[config.mk]
export PLATFORM = sky130hd
export DESIGN_NAME = me_mem_stage
export DESIGN_NICKNAME = d
export VERILOG_FILES = /design/src/rtl/mips_pkg.sv /design/src/rtl/mem_timeout_cnt.sv /design/src/rtl/me_mem_stage.sv
export SDC_FILE = /design/constraint.sdc
export NUM_CORES = 1
export LEC_CHECK = 0
export BUFFER_PORTS_ARGS = -buffer_cell sky130_fd_sc_hd__buf_2
export CAP_MARGIN = 30
export CORE_UTILIZATION = 30
export DETAILED_ROUTE_END_ITERATION = 10
export PLACE_DENSITY = 0.58
export SYNTH_ARGS = -nofsm -noshare
export SYNTH_HDL_FRONTEND = slang
export SYNTH_SLANG_ARGS = --single-unit
[constraint.sdc]
create_clock -name clk -period 1.55 [get_ports clk]
set_input_delay 0.31 -clock clk [delete_from_list [all_inputs] [get_ports clk]]
set_output_delay 0.31 -clock clk [all_outputs]
set_load 0.05 [all_outputs]
[src/rtl/mips_pkg.sv]
// Shared MIPS pipeline types: NOP encoding and the memory-stage FSM states.
// Pure declarations, no logic.
package mips_pkg;

   localparam logic [31:0] NOP_INSTR = 32'h0000_0020;

   typedef enum logic [1:0] {
      IDLE,
      ACCESS,
      DONE
   } mem_state_t;

endpackage

[src/rtl/mem_timeout_cnt.sv]
// Access timeout counter: counts enabled cycles and flags when count reaches TIMEOUT-1.
// Registered count, combinational hit; clear has priority over enable.
module mem_timeout_cnt #(
   parameter int TIMEOUT = 16
) (
   input  logic clk,
   input  logic rst,
   input  logic clr,
   input  logic en,
   output logic hit
);

   logic [7:0] cnt;

   always_ff @(posedge clk) begin
      if (rst || clr) begin
         cnt <= 8'd0;
      end else if (en) begin
         cnt <= cnt + 8'd1;
      end
   end

   assign hit = (cnt == 8'(TIMEOUT - 1));

endmodule

[src/rtl/me_mem_stage.sv]
// MEM stage controller + ME/WB register: non-memory ops pass in 1 cycle, memory ops take k+2 cycles.
// Stalls upstream for the IDLE issue cycle and every ACCESS cycle; aborts after TIMEOUT cycles without ack.
module me_mem_stage
   import mips_pkg::*;
#(
   parameter int TIMEOUT = 16
) (
   input  logic        clk,
   input  logic        rst,
   input  logic [31:0] me_aluresult,
   input  logic [31:0] me_d2,
   input  logic [4:0]  me_td,
   input  logic        me_WREG,
   input  logic        me_WMEM,
   input  logic        me_LW,
   input  logic [31:0] me_instr,
   output logic        dmem_req,
   output logic        dmem_we,
   output logic [31:0] dmem_addr,
   output logic [31:0] dmem_wdata,
   input  logic        dmem_ack,
   input  logic [31:0] dmem_rdata,
   output logic        stall,
   output logic [31:0] wb_data,
   output logic [4:0]  wb_td,
   output logic        wb_WREG,
   output logic [31:0] wb_instr,
   output logic        mem_err
);

   mem_state_t  state, next_state;
   logic        memop, misaligned;
   logic        cnt_clr, cnt_en, cnt_hit;
   logic        abort_q;
   logic [31:0] rdata_q;

   assign memop      = me_LW | me_WMEM;
   assign misaligned = (me_aluresult[1:0] != 2'b00);

   mem_timeout_cnt #(.TIMEOUT(TIMEOUT)) u_timeout (
      .clk (clk),
      .rst (rst),
      .clr (cnt_clr),
      .en  (cnt_en),
      .hit (cnt_hit)
   );

   always_comb begin
      next_state = state;
      stall      = 1'b0;
      dmem_req   = 1'b0;
      dmem_we    = 1'b0;
      dmem_addr  = 32'd0;
      dmem_wdata = 32'd0;
      cnt_clr    = 1'b0;
      cnt_en     = 1'b0;
      unique case (state)
         IDLE: begin
            if (memop && !misaligned) begin
               stall      = 1'b1;
               cnt_clr    = 1'b1;
               next_state = ACCESS;
            end
         end
         ACCESS: begin
            stall      = 1'b1;
            dmem_req   = 1'b1;
            // A simultaneous LW/WMEM is resolved as a load
            dmem_we    = me_WMEM & ~me_LW;
            dmem_addr  = {me_aluresult[31:2], 2'b00};
            dmem_wdata = me_d2;
            if (dmem_ack || cnt_hit) begin
               next_state = DONE;
            end else begin
               cnt_en = 1'b1;
            end
         end
         DONE: begin
            next_state = IDLE;
         end
         default: begin
            next_state = IDLE;
         end
      endcase
   end

   always_ff @(posedge clk) begin
      if (rst) begin
         state    <= IDLE;
         wb_data  <= 32'd0;
         wb_td    <= 5'd0;
         wb_WREG  <= 1'b0;
         wb_instr <= NOP_INSTR;
         mem_err  <= 1'b0;
         abort_q  <= 1'b0;
         rdata_q  <= 32'd0;
      end else begin
         state <= next_state;
         unique case (state)
            IDLE: begin
               if (!memop) begin
                  wb_data  <= me_aluresult;
                  wb_td    <= me_td;
                  wb_WREG  <= me_WREG;
                  wb_instr <= me_instr;
               end else begin
                  wb_WREG  <= 1'b0;
                  wb_instr <= NOP_INSTR;
                  if (misaligned) begin
                     mem_err <= 1'b1;
                  end else begin
                     abort_q <= 1'b0;
                  end
               end
            end
            ACCESS: begin
               wb_WREG  <= 1'b0;
               wb_instr <= NOP_INSTR;
               // Ack wins over a timeout firing in the same cycle
               if (dmem_ack) begin
                  rdata_q <= dmem_rdata;
               end else if (cnt_hit) begin
                  mem_err <= 1'b1;
                  abort_q <= 1'b1;
               end
            end
            DONE: begin
               wb_data  <= me_LW ? rdata_q : me_aluresult;
               wb_td    <= me_td;
               wb_WREG  <= me_WREG & ~abort_q;
               wb_instr <= me_instr;
            end
            default: begin
               wb_WREG <= 1'b0;
            end
         endcase
      end
   end

endmodule

==> results.md <==
- Synth Warn #: 0
- Initial antenna violation count: 1
- # placed instances: 1082
- Final setup viols: 144
- NetSw: 3450 uW
- Req. time, crit path: 1.24 ns
- Post-synthesis cell type count: 41
- Async S/R FF share, synth: 0
- Worst Hold Class: in2reg
- Clock H-tree levels: 4
- Ys flop type: dfxtp_1
- Number of synthesized flops with an enable pin: 0
- Worst-skew pair later-pin latency: 0.41 ns
- Multi-input gate area: 2990 sq um
- Post-route insts no fill: 1139
- Pleak: 0.00387 uW
- RR Startpoint: state[1]$_SDFFE_PP0P_
- DRC errors left: 0
- Fill count: 1507
- Synthesized area: 5040 sq um
- Status: finished with violations
- Slowest cell on the critical path: dfxtp_2
- Vias in the first global route: 5207
- Routed length per instance: 15.8 um
- Hold path cells: 3
- Count of final max-slew check failures: 0
- Via/cell ratio: 4.69
- CP Launch Type: flip-flop
- Crit path DAT: 1.54 ns
- Capturing point of the worst reg2reg path: wb_data[4]$_SDFFE_PP0P_
- Design Area, Final: 8790 sq um
- Clock power frac: 0.362
- Top cells by area, synth: dfxtp_1, nand2_1, and2_1
- # clock sinks: approximately 110
- CP peak stage delay: 0.33 ns
- Clock slew at reported path FFs: approximately 0.05 ns
- Die X: 132 um
- Part of the power in registers: 0.319
- Placed cell areas: 6960 sq um
- Critical Path End Type: output pin
- Initial Utilization: 0.305
- Hold Startpoint: me_instr[10]
- Maximum number of pins on one net before global-route repair: 40
- Nets: 1051
- Final hold violations: 0
- Pwr per Cell Area: roughly 1200 nW/um^2
- Die height: 132 um
- Total CTS buffers: 17
- RSZ-0062 raised after global routing: true
- Critical path class: reg2out
- Ratio of cells with drive above 1 in the final layout: 0.566
- Syn-to-layout area delta: 74.4%
- GRT Overall Usage: 0.196
- Post-synthesis area per instance: about 8.4 sq um
- Synth area leader: dfxtp_1
- Core Region: 16500 sq um
- Cell internal pwr: 6910 uW
- Top cell type's share of synthesized area: 0.453
- Minimum clock period: 1.85 ns
- Initial DRT Pass Iterations: 5
- Register area: 2290 sq um
- Final ANT Viol Nets: 0
- Seq/Total Area, Yosys: 0.453
- Max clock buf depth: 2
- Die area: ~17000 sq um
- Worst vdd ir: 0.745 mV
- Tcrit/Tclk final: 1.19
- Critical path, cell by cell: inv_4, ha_4, buf_12, and2_2, buf_8
- Flop2flop setup slack: -0.20 ns
- Max Cap Violations: 0
- Flops & latches, synth: around 110
- Gpl congestion: 0.773
- Setup ws final: -0.300 ns
- Clock root cell: clkbuf_16
- Combinational share of power: 0.320
- Place WS: -0.0481 ns
- Synth top cells by count: dfxtp_1, nand2_1, nor2_1
- Hpwl dp: 11.3 mm
- Routed wire length: about 18 mm
- Failing checks: setup timing
- I/O Buffers: roughly 270
- CP max FO: 28
- Sw frac: 0.333
- Syn Inst Count: 602
- Reg2reg path depth: 9
- Max Clock Skew: between 0.007 and 0.008 ns
- Grt total ovfl: 0
- Ports: 277
- Vias: ~5300
- Highest attainable clock frequency: about 540 MHz
- CTS tree: built
- Count leader, synth: dfxtp_1
- Hold Crit Endpoint: wb_instr[10]$_SDFFE_PP0P_
- Num rows: between 40 and 50
- Initial detailed-routing violation count: 196
- First-pass GRT wire length: ~27 mm
flip-flops by register name, indices dropped and copies added (netlist names):
signal	cells
abort_q	1
u_timeout.cnt	8
wb_data	32
wb_WREG	1
rdata_q	32
wb_instr	32
state	2
wb_td	5
mem_err	1
layer usage:
metal / track usage / part of all wire / vias up / wire, um
met5: 0 / 0 / - / 0
met4: 0.0407 / 0.014 / 0 / 259
met3: 0.0664 / 0.058 / 18 / 1040
met2: 0.327 / 0.49 / 167 / 8780
met1: 0.243 / 0.44 / 2493 / 7880
li1: - / - / 2660 / -
stage by stage:
| stage | power [uW] | utilization | TNS, ns | hold WS [ns] |
|---|---|---|---|---|
| after floorplan | 5180 | - | -6.59 | 0.437 |
| after global placement | 5900 | 0.421 | -0.0222 | 0.443 |
| after detailed placement | 5920 | 0.421 | -1.45 | 0.447 |
| after CTS | 9920 | 0.491 | -28.62 | 0.116 |
| after global routing | 10800 | 0.532 | -39.02 | 0.119 |
| final | 10400 | 0.532 | -29.23 | 0.131 |
kinds of logic after synthesis:
group / count (synthesis) / synth area share
mux: 7 / 0.0141
buf+inv: 58 / 0.0576
xor+xnor: 6 / 0.0104
compound gates: 110 / 0.174
simple gates: 301 / 0.278
fa+ha+maj: 5 / 0.0124
other cells: 1 / 0.000744
flops: 114 / 0.453
what timing repair did:
action	4_1_cts	5_1_grt
setup buffers	9	11
pin swaps	9	18
setup endpoints to repair	99	165
hold buffers	0	0
gates resized for setup	155	110
cloned	1	8
worst max-delay path, delay by kind of cell, from the launching register on:
family | cells | cell delay, ns
buffers and inverters | 3 | 0.40
AND/OR/NAND/NOR | 1 | 0.18
flip-flops | 1 | 0.33
adder cells (fa/ha/maj) | 1 | 0.22
worst max-delay path by stage:
stage                                from                   endpoint  slack (ns)  cells after the start
floorplan           state[1]$_SDFFE_PP0P_              dmem_addr[10]       -0.13                      5
global placement    state[1]$_SDFFE_PP0P_  wb_instr[14]$_SDFFE_PP0P_      -0.006                      7
detailed placement  state[1]$_SDFFE_PP0P_  wb_instr[11]$_SDFFE_PP0P_       -0.05                      7
CTS                 state[1]$_SDFFE_PP0P_              dmem_addr[27]       -0.35                      6
global route        state[1]$_SDFFE_PP0P_              dmem_wdata[8]       -0.37                      5
finish              state[1]$_SDFFE_PP0P_              dmem_wdata[8]       -0.30                      5
layout make-up:
type                       count  area share
multi-input combinational    431       0.340
tap                          220      0.0313
antenna                        1    0.000285
clock inverter                 5     0.00882
sequential                   114       0.260
inverter                       5     0.00327
timing repair buffer         338       0.301
clock buffer                  25      0.0552
power groups by stage:
stage / Clock, uW / Sequential [uW] / Combinational [uW]
global placement: 0 / 3310 / 2590
global route: 3990 / 3330 / 3480
floorplan: 0 / 3950 / 1230
detailed placement: 0 / 3320 / 2600
finish: 3750 / 3300 / 3310
CTS: 3830 / 3260 / 2840
placed cells by master, fill, tap and decap left out, types with 20 or more instances in the layout:
cell type,n
buf_2,208
dfxtp_1,112
nand2_1,106
buf_6,59
and2_2,53
nor2_1,50
a21oi_1,35
buf_4,33
nand3_1,32
a311oi_2,31
a22oi_1,25
clkbuf_16,22
nor2_4,20
Power figures use the tool's default switching activity.
